--- config.mk ---
export PLATFORM = sky130hd
export DESIGN_NAME = draw_column
export DESIGN_NICKNAME = d
export VERILOG_FILES = /design/src/rtl/draw_column.sv
export SDC_FILE = /design/constraint.sdc
export NUM_CORES = 1
export LEC_CHECK = 0
export CORE_MARGIN = 4
export CORE_UTILIZATION = 56
export CTS_CLUSTER_SIZE = 16
export DETAILED_ROUTE_END_ITERATION = 8
export GPL_ROUTABILITY_DRIVEN = 1
export PLACE_DENSITY = 0.83
export SLEW_MARGIN = 30
export SYNTH_ARGS = -nofsm -noshare
export SYNTH_HDL_FRONTEND = slang
export SYNTH_SLANG_ARGS = --single-unit
export TNS_END_PERCENT = 1
--- constraint.sdc ---
create_clock -name clock -period 4.9 [get_ports clock]
set_input_delay 1.47 -clock clock [delete_from_list [all_inputs] [get_ports clock]]
set_output_delay 1.47 -clock clock [all_outputs]
set_load 0.1 [all_outputs]
--- src/rtl/draw_column.sv ---
// Sequences ceiling, wall and floor jobs for one raycast column into draw_vertical_line.
// Converts wall height into clamped, horizon-centred row bounds and shades the wall colour by distance.
module draw_column #(
  parameter int SCREEN_H = 120,
  parameter int HORIZON  = 60
) (
  input  logic        clock,
  input  logic        reset,
  input  logic        start,
  input  logic [7:0]  x,
  input  logic [7:0]  wall_height,
  input  logic [17:0] wall_colour,
  input  logic [1:0]  shade,
  input  logic [17:0] ceil_colour,
  input  logic [17:0] floor_colour,
  output logic        busy,
  output logic        done,
  output logic        line_start,
  output logic [7:0]  line_x,
  output logic [6:0]  line_min_y,
  output logic [6:0]  line_max_y,
  output logic [17:0] line_colour,
  input  logic        line_done
);

  typedef enum logic [3:0] {
    IDLE, SETUP, CEIL_GO, CEIL_WAIT, WALL_GO, WALL_WAIT, FLOOR_GO, FLOOR_WAIT, FINISH
  } state_t;

  localparam logic [7:0] SCREEN_H8 = 8'(SCREEN_H);
  localparam logic [7:0] HORIZON8  = 8'(HORIZON);
  localparam logic [6:0] LAST_ROW  = 7'(SCREEN_H - 1);

  state_t      state_q, state_d;
  logic [7:0]  x_q, height_q;
  logic [17:0] wall_colour_q, ceil_colour_q, floor_colour_q;
  logic [1:0]  shade_q;
  logic [7:0]  top_q, bottom_q;
  logic [17:0] shaded_q;
  logic        wall_empty_q, floor_empty_q;

  logic [7:0]  h_c, top_c, bottom_c, ceil_max_c, floor_min_c;
  logic [17:0] shaded_c;
  logic        ceil_empty_c, wall_empty_c, floor_empty_c;

  // Bounds derive from the latched height, which is frozen for the whole column.
  always_comb begin
    h_c           = (height_q > SCREEN_H8) ? SCREEN_H8 : height_q;
    top_c         = HORIZON8 - {1'b0, h_c[7:1]};
    bottom_c      = top_c + h_c - 8'd1;
    ceil_empty_c  = (top_c == 8'd0);
    wall_empty_c  = (h_c == 8'd0);
    floor_empty_c = (bottom_c == {1'b0, LAST_ROW});
    shaded_c      = {wall_colour_q[17:12] >> shade_q,
                     wall_colour_q[11:6]  >> shade_q,
                     wall_colour_q[5:0]   >> shade_q};
    ceil_max_c    = top_q - 8'd1;
    floor_min_c   = bottom_q + 8'd1;
  end

  always_ff @(posedge clock or negedge reset) begin
    if (!reset) begin
      state_q        <= IDLE;
      x_q            <= '0;
      height_q       <= '0;
      wall_colour_q  <= '0;
      ceil_colour_q  <= '0;
      floor_colour_q <= '0;
      shade_q        <= '0;
      top_q          <= '0;
      bottom_q       <= '0;
      shaded_q       <= '0;
      wall_empty_q   <= 1'b0;
      floor_empty_q  <= 1'b0;
    end else begin
      state_q <= state_d;
      if (state_q == IDLE && start) begin
        x_q            <= x;
        height_q       <= wall_height;
        wall_colour_q  <= wall_colour;
        ceil_colour_q  <= ceil_colour;
        floor_colour_q <= floor_colour;
        shade_q        <= shade;
      end
      if (state_q == SETUP) begin
        top_q         <= top_c;
        bottom_q      <= bottom_c;
        shaded_q      <= shaded_c;
        wall_empty_q  <= wall_empty_c;
        floor_empty_q <= floor_empty_c;
      end
    end
  end

  // A line_done coinciding with a GO pulse is dropped because GO always advances to WAIT.
  always_comb begin
    state_d = state_q;
    unique case (state_q)
      IDLE:       if (start) state_d = SETUP;
      SETUP: begin
        if (!ceil_empty_c)       state_d = CEIL_GO;
        else if (!wall_empty_c)  state_d = WALL_GO;
        else if (!floor_empty_c) state_d = FLOOR_GO;
        else                     state_d = FINISH;
      end
      CEIL_GO:    state_d = CEIL_WAIT;
      CEIL_WAIT: begin
        if (line_done) begin
          if (!wall_empty_q)       state_d = WALL_GO;
          else if (!floor_empty_q) state_d = FLOOR_GO;
          else                     state_d = FINISH;
        end
      end
      WALL_GO:    state_d = WALL_WAIT;
      WALL_WAIT: begin
        if (line_done) state_d = floor_empty_q ? FINISH : FLOOR_GO;
      end
      FLOOR_GO:   state_d = FLOOR_WAIT;
      FLOOR_WAIT: if (line_done) state_d = FINISH;
      FINISH:     state_d = IDLE;
      default:    state_d = IDLE;
    endcase
  end

  always_comb begin
    busy        = (state_q != IDLE);
    done        = (state_q == FINISH);
    line_start  = (state_q == CEIL_GO) || (state_q == WALL_GO) || (state_q == FLOOR_GO);
    line_x      = x_q;
    line_min_y  = '0;
    line_max_y  = '0;
    line_colour = '0;
    unique case (state_q)
      CEIL_GO, CEIL_WAIT: begin
        line_max_y  = ceil_max_c[6:0];
        line_colour = ceil_colour_q;
      end
      WALL_GO, WALL_WAIT: begin
        line_min_y  = top_q[6:0];
        line_max_y  = bottom_q[6:0];
        line_colour = shaded_q;
      end
      FLOOR_GO, FLOOR_WAIT: begin
        line_min_y  = floor_min_c[6:0];
        line_max_y  = LAST_ROW;
        line_colour = floor_colour_q;
      end
      default: ;
    endcase
  end

endmodule
[Word-level counts from Yosys, hierarchy flattened]
Index checks and enable logic that the tools add are counted.
Storage, ports and cells
  flip-flop bits (word level): 110
  input bits: 76
  output and inout port bits: 43
  word-level logic and storage cells: 59
Operators by class
  add/subtract/negate cells: 5
  magnitude comparators: 1
  eq/ne operators: 13
  shift-type cells: 3
  mux-type cells: 14
  reduce and logical (&&, ||, !) cells: 11
Operators by type and width (count)
  $pmux 18 s3: 1
  $mux 4: 9
  $pmux 4 s8: 1
  $pmux 7 s3: 1
  $shr 6x2->6: 3
  $eq 4x3->1 const B: 4
  $logic_not 8->1: 2
  $pmux 7 s2: 1
  $add 8x8->8: 1
  $eq 4x2->1 const B: 2
  $eq 8x7->1 const B: 1
  $gt 8x7->1 const B: 1
  $mux 8: 1
  $ne 2x2->1 const B: 4
  $sub 6x7->8 const A: 1
  $sub 8x1->8 const B: 1
  $add 7x1->7 const B: 1
  $sub 7x1->7 const B: 1
  $reduce_or 2->1: 3
  $eq 4x1->1 const B: 1
  $eq 4x4->1 const B: 1
  $logic_not 4->1: 1
  $reduce_and 4->1: 1
  $reduce_bool 4->1: 1
  2 further kinds: 3

[Logic depth before layout (Yosys ltp)]
Gate-level depths: netlist of run 1.
  depth in word-level cells: 10
  mapped depth: 15
  depth with buffers taken out: 14

[Worst setup path before layout of run 1]
No wires, ideal clock.
  kind: register to output
  start point: register state_q[2]
  end point: output done
  arrival time: 3.877 ns
  required time: 3.430 ns
  slack: -0.447 ns
  cell stages (with the launch flop): 4
  path buffers: 2
  cell sequence: dfrtp_1 > buf_2 > clkbuf_1 > nor4b_1
On the way
  longest elaborated chain between the ends: 1
Ends and longest elaborated chain
  from (decl): RTL line 34  | state_t state_q, state_d;
  from (signal assigned): RTL line 76  | state_q <= state_d;
  $eq 4x4->1: RTL line 127  | done = (state_q == FINISH);
  to (decl): RTL line 17  | output logic done,
Every way passes these cells.

[Final worst setup path of run 1]
  start point: register state_q[1]
  end point: output line_min_y[0]
On the way
  longest elaborated chain between the ends: 3
  elaborated cells on any way between the ends: 7
  classes of those cells: 4 x eq/ne; 1 x mux; 2 x reduce/logical
Ends and longest elaborated chain
  $eq 4x3->1: RTL line 133  | unique case (state_q)
  $reduce_or 2->1: RTL line 133
  $pmux 7 s2 *: RTL line 133
  to (decl): RTL line 20  | output logic [6:0] line_min_y,
Every way passes the cells marked *; elsewhere a longest branch is shown, timed or not.

==> results of run 1 <==
==> cells by family after synthesis <==
group,count (synthesis)
fa+ha+maj,13
xor+xnor,18
buf+inv,48
mux,112
flops,110
simple gates,152
compound gates,102
==> sequential cells by signal (all words and copies together) (netlist names), 2 cells and up <==
name            flops
ceil_colour_q      18
top_q               7
bottom_q            7
line_x              8
wall_colour_q      18
floor_colour_q     18
shaded_q           18
height_q            8
state_q             4
shade_q             2
==> final timing paths <==
check	start	endpoint	slack, ps	cells past startpoint
max	state_q[1]$_DFFE_PN0P_	line_min_y[0]	900	4
min	line_x[7]$_DFFE_PN0P_	line_x[7]$_DFFE_PN0P_	500	1
max reg2reg	height_q[4]$_DFFE_PN0P_	bottom_q[6]$_DFFE_PN0P_	1290	14
min reg2reg	line_x[7]$_DFFE_PN0P_	line_x[7]$_DFFE_PN0P_	500	1
max in group asynchronous	reset	shaded_q[6]$_DFFE_PN0P_	2860	2
min in group asynchronous	reset	line_x[3]$_DFFE_PN0P_	1190	1
==> cells in the final DEF, fill, tap and decap left out, types with 2 or more instances in the layout <==
master           count
o22a_1               2
mux2i_1             29
xnor2_1              7
ha_1                12
nand2b_1             2
inv_8                2
a21oi_1             40
inv_1               11
nand2_1             50
clkinvlp_4           2
buf_4               24
o22ai_1              3
xor2_1              11
nor2b_1              6
o21ai_0             34
nor4_1               2
clkdlybuf4s50_1     82
a211oi_1             9
nor2_1              68
buf_12              19
nand3b_1             2
clkbuf_8            10
mux2_1              29
nand3_1              5
and3b_1              2
dfrtp_1            109
mux2_2              54
o31ai_1              3
nor3_1               3
==> through the flow <==
| step | util | hold WS, ps |
|---|---|---|
| after floorplan | - | 449 |
| final | 0.749 | 502 |
| after global placement | 0.726 | 473 |
| after detailed placement | 0.726 | 481 |
| after CTS | 0.748 | 504 |
| after global routing | 0.749 | 517 |
==> cell type report <==
type / count / area, sq um
inverters: 12 / 45.0
clock buffers: 10 / 138
clock inverters: 6 / 76.3
flip-flops and latches: 110 / 2750
well taps: 133 / 166
multi-input cells: 397 / 2850
repair buffers: 126 / 1390
fillers: 686 / 2490
==> per-layer routing <==
metal  vias up  part of all wire  GRT usage
met4         0             0.012     0.0534
met3        13             0.067     0.0534
met2       159              0.48      0.382
li1       2136                 -          -
met1      2129              0.44      0.325
met5         -                 0          0
==> summary.txt, run 1 <==
Worst setup path
  • Crit path cell chain: inv_1, mux2i_1, nor2b_1, buf_4
  • Worst path bufs/invs: 2
  • Critical path type: reg -> out
  • Worst Path Max Fanout: 26
  • Worst Path Required: 3430 ps
  • Slowest stage delay, CP: 820 ps
  • Worst path slowest cell: dfrtp_1
  • Startpoint Class: flop
  • Arrival time worst endpoint: 2530 ps
  • CP endpoint kind: output port
  • Top Family by Delay on Critical Path: buffers and inverters

Synth
  • Mux cell area share after synthesis: 0.211
  • Synth Area in Simple Gates: 0.118
  • Area share of the largest cell type after synthesis: 0.475
  • Syn. warnings: 0
  • Main combinational cell family by area after synthesis: multiplexers
  • Yosys top cell by area: dfrtp_1
  • Adder-Cell Fraction of Synth Area: 0.0293
  • Most frequent cell after synthesis: dfrtp_1
  • Post-synthesis register bit count: 110
  • Seq/Total Area, Yosys: 0.475
  • Avg Inst Size Synth: 10.5 sq um
  • Post-synth top cells: 110 x dfrtp_1, 68 x nor2_1, 54 x mux2_2
  • Netlist cell types: 50
  • Post-Synth XOR/XNOR Area: 0.0272
  • Cell Area, Synth: 5800 sq um
  • Synth area leaders: dfrtp_1 47%, mux2_2 10%, mux2_1 5.6%, mux2i_1 5.0%, nor2_1 4.4%
  • Async S/R FF share, synth: 1.00
  • Syn Nets: 644
  • EDFF count, synth: 0
  • Synth Instances: 555
  • Prevailing post-synth register cell: dfrtp_1
  • Compound-Gate Fraction of Synth Area: 0.102

Global routing
  • GRT overflow: 0
  • All-Layer GR Usage: 0.236
  • Vias in the first global route: 4,488
  • Initial antenna violation count: 0
  • Largest net degree at the start of global routing: 73
  • First-pass GRT wire length: 22.2 mm

Floorplanning
  • Initial core utilization: 0.585
  • Core ar.: 9910 sq um
  • IO Count: between 100 and 150
  • Die ar.: 12,100 sq um
  • Row count: 36
  • Die Ht: 110 um
  • DIE WIDTH: 110 um

Placed design
  • Post-placement cell count: 777
  • DP HPWL: 9.97 mm
  • Place WS: 1290 ps
  • Cell Area, Placed: 7200 sq um
  • GPL Wtd Cong: 0.856
  • Port Buffer Count: 118

Clock network
  • Clk Latency, worst-skew pair: ~370 ps
  • CTS-repair resized insts: 0
  • Clk pin slew, worst setup/hold paths: approximately 100 ps
  • CTS Root Cell: clkbuf_8
  • CTS tree: done
  • Hold Buf Count CTS: 0
  • CTS sink cnt: 110
  • Clock Path Buffers: 2
  • # Post-CTS Setup Buffers: 0
  • CTS Buf Count: 9
  • H-tree levels: 3

Run status
  • Outcome: complete, no violations

Route
  • First-pass iteration count of the detailed router: 5
  • Vias: around 4,400
  • Final WL: 13.6 mm
  • Residual DRC: 0
  • Wire per inst: 17.1 um
  • Post-DR vias/cell: 5.59
  • Antenna-violating nets left: 0
  • Initial drt markers: approximately 160

Timing
  • Slew @ Worst Pin: between 900 and 1000 ps
  • Final critical-path required period: between 3000 and 4000 ps
  • Max Freq: 250 MHz
  • Relative slew margins: 0.343
  • Fin Clk Skew: 7.91 ps
  • Fin crit share: 0.816
  • Count of final hold-check violations: 0
  • Final Setup Violations: 0
  • RSZ-0062 raised after global routing: no
  • TNS Setup: 0 ps
  • Final Max Slew Viols: 0
  • Final setup margin: 900 ps

Cells and area
  • P&R area growth vs syn: 28.0%
  • Layout cells sized above 1: 0.186
  • Post-route design area: 7420 sq um
  • Final Instance Count excl. Fillers: 794
  • Nets@finish: 745
  • Antenna cell count: 0

Min path
  • HP Class: reg -> reg

Run
  • Total of max-cap violations: 0
Power of run 1 is not shown: default switching activity piles up to over one toggle a cycle in this logic, so the estimate is an artifact.
==> inputs of run 2 (changes only) <==
Settings changed: CORE_UTILIZATION 56 to 47, PLACE_DENSITY 0.83 to 0.74.
Clock period 4.9 ns to 3.6 ns, I/O delays scaled along.
==> run 2 against run 1 <==
Compared with the run above:
- worst hold slack worse by 17 ps
- wire length is 1.6% higher
- die area is 18% higher
- non-clock buffer count is 3 higher
- largest cell class unchanged
==> summary.txt, run 2 (synthesized netlist as in run 1, its figures left out) <==
Run status
  • Outcome: complete, no violations

Floorplanning
  • Core ar.: 12,100 sq um
  • Row count: 40
  • DIE WIDTH: 119 um
  • Initial core utilization: 0.481
  • IO Count: 119
  • Die ar.: 14,200 sq um
  • Die Ht: 119 um

Timing
  • Final Max Slew Viols: 0
  • Fin crit share: 0.931
  • Count of final hold-check violations: 0
  • Final hold slack: 485 ps
  • Max Freq: between 200 and 300 MHz
  • Final setup margin: approximately 250 ps
  • Slew @ Worst Pin: 840 ps
  • Fin Clk Skew: 6.47 ps
  • Final critical-path required period: 3350 ps
  • TNS Setup: 0 ps
  • Final Setup Violations: 0
  • Relative slew margins: 0.440

Cells and area
  • Fill cells: around 940
  • Register area: approximately 2800 sq um
  • Antenna cell count: 0
  • Layout cells sized above 1: 0.202
  • Commonest non-fill, non-tap cell in the layout: dfrtp_1
  • Nets@finish: 748
  • Multi-input gate area: 2860 sq um
  • P&R area growth vs syn: 34.7%
  • Most frequent cells in the layout: 108 x dfrtp_1, 74 x clkdlybuf4s50_1, 68 x nor2_1, 54 x mux2_2, 50 x nand2_1
  • Final core occ: 0.648

Route
  • Final WL: 13.8 mm
  • Antenna-violating nets left: 0
  • Residual DRC: 0
  • Wire per inst: 16.6 um
  • Post-DR vias/cell: around 5.4
  • Initial drt markers: between 200 and 300
  • First-pass iteration count of the detailed router: 4
  • Vias: 4,466

Clock network
  • Clock Path Buffers: 2
  • H-tree levels: 3
  • Clk pin slew, worst setup/hold paths: 70 ps
  • CTS tree: done
  • CTS-repair resized insts: 0
  • CTS Buf Count: 9
  • CTS sink cnt: 110
  • CTS Root Cell: clkbuf_16
  • Hold Buf Count CTS: 0
  • # Post-CTS Setup Buffers: 0
  • Clk Latency, worst-skew pair: ~340 ps

Placed design
  • Port Buffer Count: between 100 and 150
  • Place WS: 209 ps
  • DP HPWL: 10.3 mm
  • GPL Wtd Cong: 0.940

Worst setup path
  • Critical path type: reg -> reg
  • Arrival time worst endpoint: 3620 ps
  • CP endpoint kind: flop
  • Worst Path Max Fanout: 8
  • Startpoint Class: flop
  • Worst Path Required: 3870 ps

Min path
  • HP Class: reg -> reg

Global routing
  • Busiest grt layer: met2
  • Met1 Track Usage GR: 0.282
  • Vias in the first global route: 4,511
  • All-Layer GR Usage: 0.200
  • GRT overflow: 0
  • M2 GR Usage: 0.314
  • Initial antenna violation count: 0
  • M3 GR Usage: 0.0446
  • Largest net degree at the start of global routing: 68
  • First-pass GRT wire length: about 23 mm

Run
  • Total of max-cap violations: 0
run 2: changes by cell type in the layout (fill, tap and decap cells not counted), sizes merged:
cell | before | now
buf | 44 | 55
bufinv | 1 | 2
clkbuf | 10 | 11
clkdlybuf4s50 | 82 | 74
clkinv | 0 | 2
clkinvlp | 2 | 0
inv | 15 | 13
run 2: layout make-up:
class | count | area share
clock inverter | 5 | 0.0106
timing repair buffer | 129 | 0.209
tap | 168 | 0.0269
inverter | 12 | 0.00577
sequential | 110 | 0.353
clock buffer | 11 | 0.0298
multi-input combinational | 397 | 0.366
run 2: final timing paths:
path	slack, ps	endpoint	depth (start not counted)	startpoint
setup / recovery	250	floor_empty_q$_DFFE_PN0P_	13	height_q[6]$_DFFE_PN0P_
hold / removal	490	shaded_q[10]$_DFFE_PN0P_	2	shaded_q[10]$_DFFE_PN0P_
setup reg to reg	250	floor_empty_q$_DFFE_PN0P_	13	height_q[6]$_DFFE_PN0P_
hold reg to reg	490	shaded_q[10]$_DFFE_PN0P_	2	shaded_q[10]$_DFFE_PN0P_
max in group asynchronous	2130	ceil_colour_q[7]$_DFFE_PN0P_	2	reset
min in group asynchronous	720	line_x[3]$_DFFE_PN0P_	1	reset
run 2: worst max-delay path, cell delays in order (launching register included):
cell and delay [ps]:
dfrtp_1 470, and4_4 290, nor2_1 70, nand2_1 180, ha_1 290, inv_1 120
xnor2_1 260, ha_1 310, fa_1 440, xor2_1 210, nand3b_1 110, nor4_1 250
nand3_1 140, o21ai_1 140
run 2: per-stage QoR:
stage,cells,instance area (sq um)
4_1_cts,832,7800
5_1_grt,832,7810
6_report,832,7810
2_1_floorplan,555,5810
3_5_place_dp,816,7490
3_3_place_gp,816,7490
run 2: metal layers:
| metal | part of all wire | routed length (um) | up-vias |
|---|---|---|---|
| li1 | - | - | 2145 |
| met1 | 0.47 | 6420 | 2177 |
| met2 | 0.47 | 6490 | 134 |
| met3 | 0.053 | 730 | 10 |
| met4 | 0.011 | 145 | 0 |
| met5 | 0 | 0 | - |
Power of run 2 is left out for the same reason.
==> inputs of run 3 (changes only) <==
Settings changed: PLACE_DENSITY 0.74 to 0.77, TNS_END_PERCENT 1 to not set.
==> run 3 against run 2 <==
Compared with the run above:
- die area stayed put
- count of clock-buffer cells in the layout is 1 higher
- wire length is 1.3% lower
- non-clock buffer count is 1 lower
- final area is 0.34% higher
- via count is 1.4% lower
- fmax is 2.1% higher
- critical path type unchanged
- core utilization is 0.22 points higher
- flip-flop and latch count stayed put
- largest cell class unchanged
- sequential share of layout area is 0.10 points lower
- clock skew is 1.7 ps lower
- setup slack better by 68 ps
==> summary.txt, run 3 (synthesized netlist as in run 1, its figures left out) <==
Timing
  • Slew @ Worst Pin: 823 ps
  • Final Setup Violations: 0
  • Relative slew margins: 0.451
  • RSZ-0062 raised after global routing: no
  • Fin crit share: 0.912
  • Fin Clk Skew: 4.77 ps
  • Final critical-path required period: around 3300 ps
  • TNS Setup: 0 ps
  • Final Max Slew Viols: 0
  • Count of final hold-check violations: 0
  • Max Freq: 305 MHz

Cells and area
  • Layout cells sized above 1: 0.216
  • Commonest non-fill, non-tap cell in the layout: dfrtp_1
  • Post-route design area: 7840 sq um
  • Most frequent cells in the layout: 107 x dfrtp_1, 74 x clkdlybuf4s50_1, 68 x nor2_1, 54 x mux2_2, 50 x nand2_1
  • Antenna cell count: 0
  • P&R area growth vs syn: 35.1%
  • Nets@finish: roughly 750
  • Final core occ: 0.650

Worst setup path
  • Slowest stage delay, CP: 470 ps
  • Crit path cell chain: and4_4, nor2_1, nand2_1, ha_1, inv_1, xnor2_1, ha_1, inv_1, ha_1, a211oi_1, o21bai_1, a21oi_1, xor2_1, o21ai_0
  • Worst Path Max Fanout: 10
  • Most frequent CP cell: ha_1
  • Critical path type: reg -> reg
  • Startpoint Class: flop
  • Arrival time worst endpoint: 3490 ps
  • CP endpoint kind: flop
  • Top Family by Delay on Critical Path: adder cells
  • Worst Path Required: 3810 ps
  • Worst path bufs/invs: 2
  • Worst path slowest cell: dfrtp_2

Global routing
  • First-pass GRT wire length: between 20 and 25 mm
  • GRT overflow: 0
  • Largest net degree at the start of global routing: 79
  • Initial antenna violation count: 0
  • Vias in the first global route: 4,477
  • All-Layer GR Usage: 0.196

Clock network
  • # Post-CTS Setup Buffers: 0
  • CTS tree: done
  • H-tree levels: 3
  • Clk Latency, worst-skew pair: roughly 340 ps
  • CTS Buf Count: 9
  • CTS sink cnt: 110
  • CTS Root Cell: clkbuf_16
  • Clk pin slew, worst setup/hold paths: 70 ps
  • Clock Path Buffers: 2

Route
  • Residual DRC: 0
  • Post-DR vias/cell: 5.30
  • Initial drt markers: 290
  • Wire per inst: roughly 16 um
  • Vias: 4,404
  • Final WL: 13.6 mm
  • Antenna-violating nets left: 0
  • First-pass iteration count of the detailed router: 5

Floorplanning
  • Core ar.: around 12,000 sq um
  • Die ar.: 14,200 sq um
  • Row count: 40
  • Initial core utilization: 0.481
  • Die Ht: around 120 um
  • DIE WIDTH: 119 um
  • IO Count: about 120

Min path
  • HP Class: reg -> reg

Run
  • Total of max-cap violations: 0

Placed design
  • Cell Area, Placed: 7520 sq um
  • Port Buffer Count: 118
  • DP HPWL: 10.1 mm
  • GPL Wtd Cong: 0.943

Run status
  • Outcome: complete, no violations
run 3: cell types whose count changed in the layout (fill, tap and decap cells not counted), moves of 2 or more:
cell,previous run,this run
a21oi_2,1,4
a211oi_2,1,5
clkbuf_8,0,2
a211oi_1,8,4
a21oi_1,40,37
run 3: metal layers:
| layer | part of all wire | track usage |
|---|---|---|
| met3 | 0.053 | 0.0389 |
| met5 | 0 | 0 |
| met4 | 0.014 | 0.0594 |
| met2 | 0.46 | 0.306 |
| met1 | 0.47 | 0.277 |
run 3: stage by stage:
step / hold WS, ps / cells / setup WS, ps
2_1_floorplan: 449 / 555 / 5.52
3_3_place_gp: 468 / 815 / 414
3_5_place_dp: 473 / 815 / 274
4_1_cts: 490 / 831 / 248
5_1_grt: 520 / 831 / 20.6
6_report: 489 / 831 / 318
run 3: timing repair:
action / CTS / global route
setup endpoints to repair: 0 / 2
endpoints found under the hold margin: 0 / 0
resized for setup: 0 / 3
hold buffers: 0 / 0
run 3: path summary, 6_finish.rpt:
check,from,endpoint,slack [ps],cells after the start
min,shaded_q[3]$_DFFE_PN0P_,shaded_q[3]$_DFFE_PN0P_,490,2
min reg2reg,shaded_q[3]$_DFFE_PN0P_,shaded_q[3]$_DFFE_PN0P_,490,2
max,height_q[4]$_DFFE_PN0P_,bottom_q[6]$_DFFE_PN0P_,320,14
max reg2reg,height_q[4]$_DFFE_PN0P_,bottom_q[6]$_DFFE_PN0P_,320,14
min in group asynchronous,reset,ceil_colour_q[9]$_DFFE_PN0P_,670,1
max in group asynchronous,reset,height_q[6]$_DFFE_PN0P_,2140,2
run 3: cell type report:
cell class / instances / area (sq um)
clock inverters: 4 / 55.1
fillers: 912 / 4220
inverters: 12 / 45.0
clock buffers: 12 / 256
flip-flops and latches: 110 / 2760
well taps: 168 / 210
repair buffers: 128 / 1620
multi-input cells: 397 / 2890
run 3: worst reg2reg max path, delay by kind of cell, from the launching register on:
kind	cells	cell delay, ps
AO/OA/AOI/OAI	4	720
buffers and inverters	2	190
adder cells (fa/ha/maj)	3	870
XOR/XNOR	2	340
flip-flops	1	470
AND/OR/NAND/NOR	3	560
Power of run 3 is left out for the same reason.
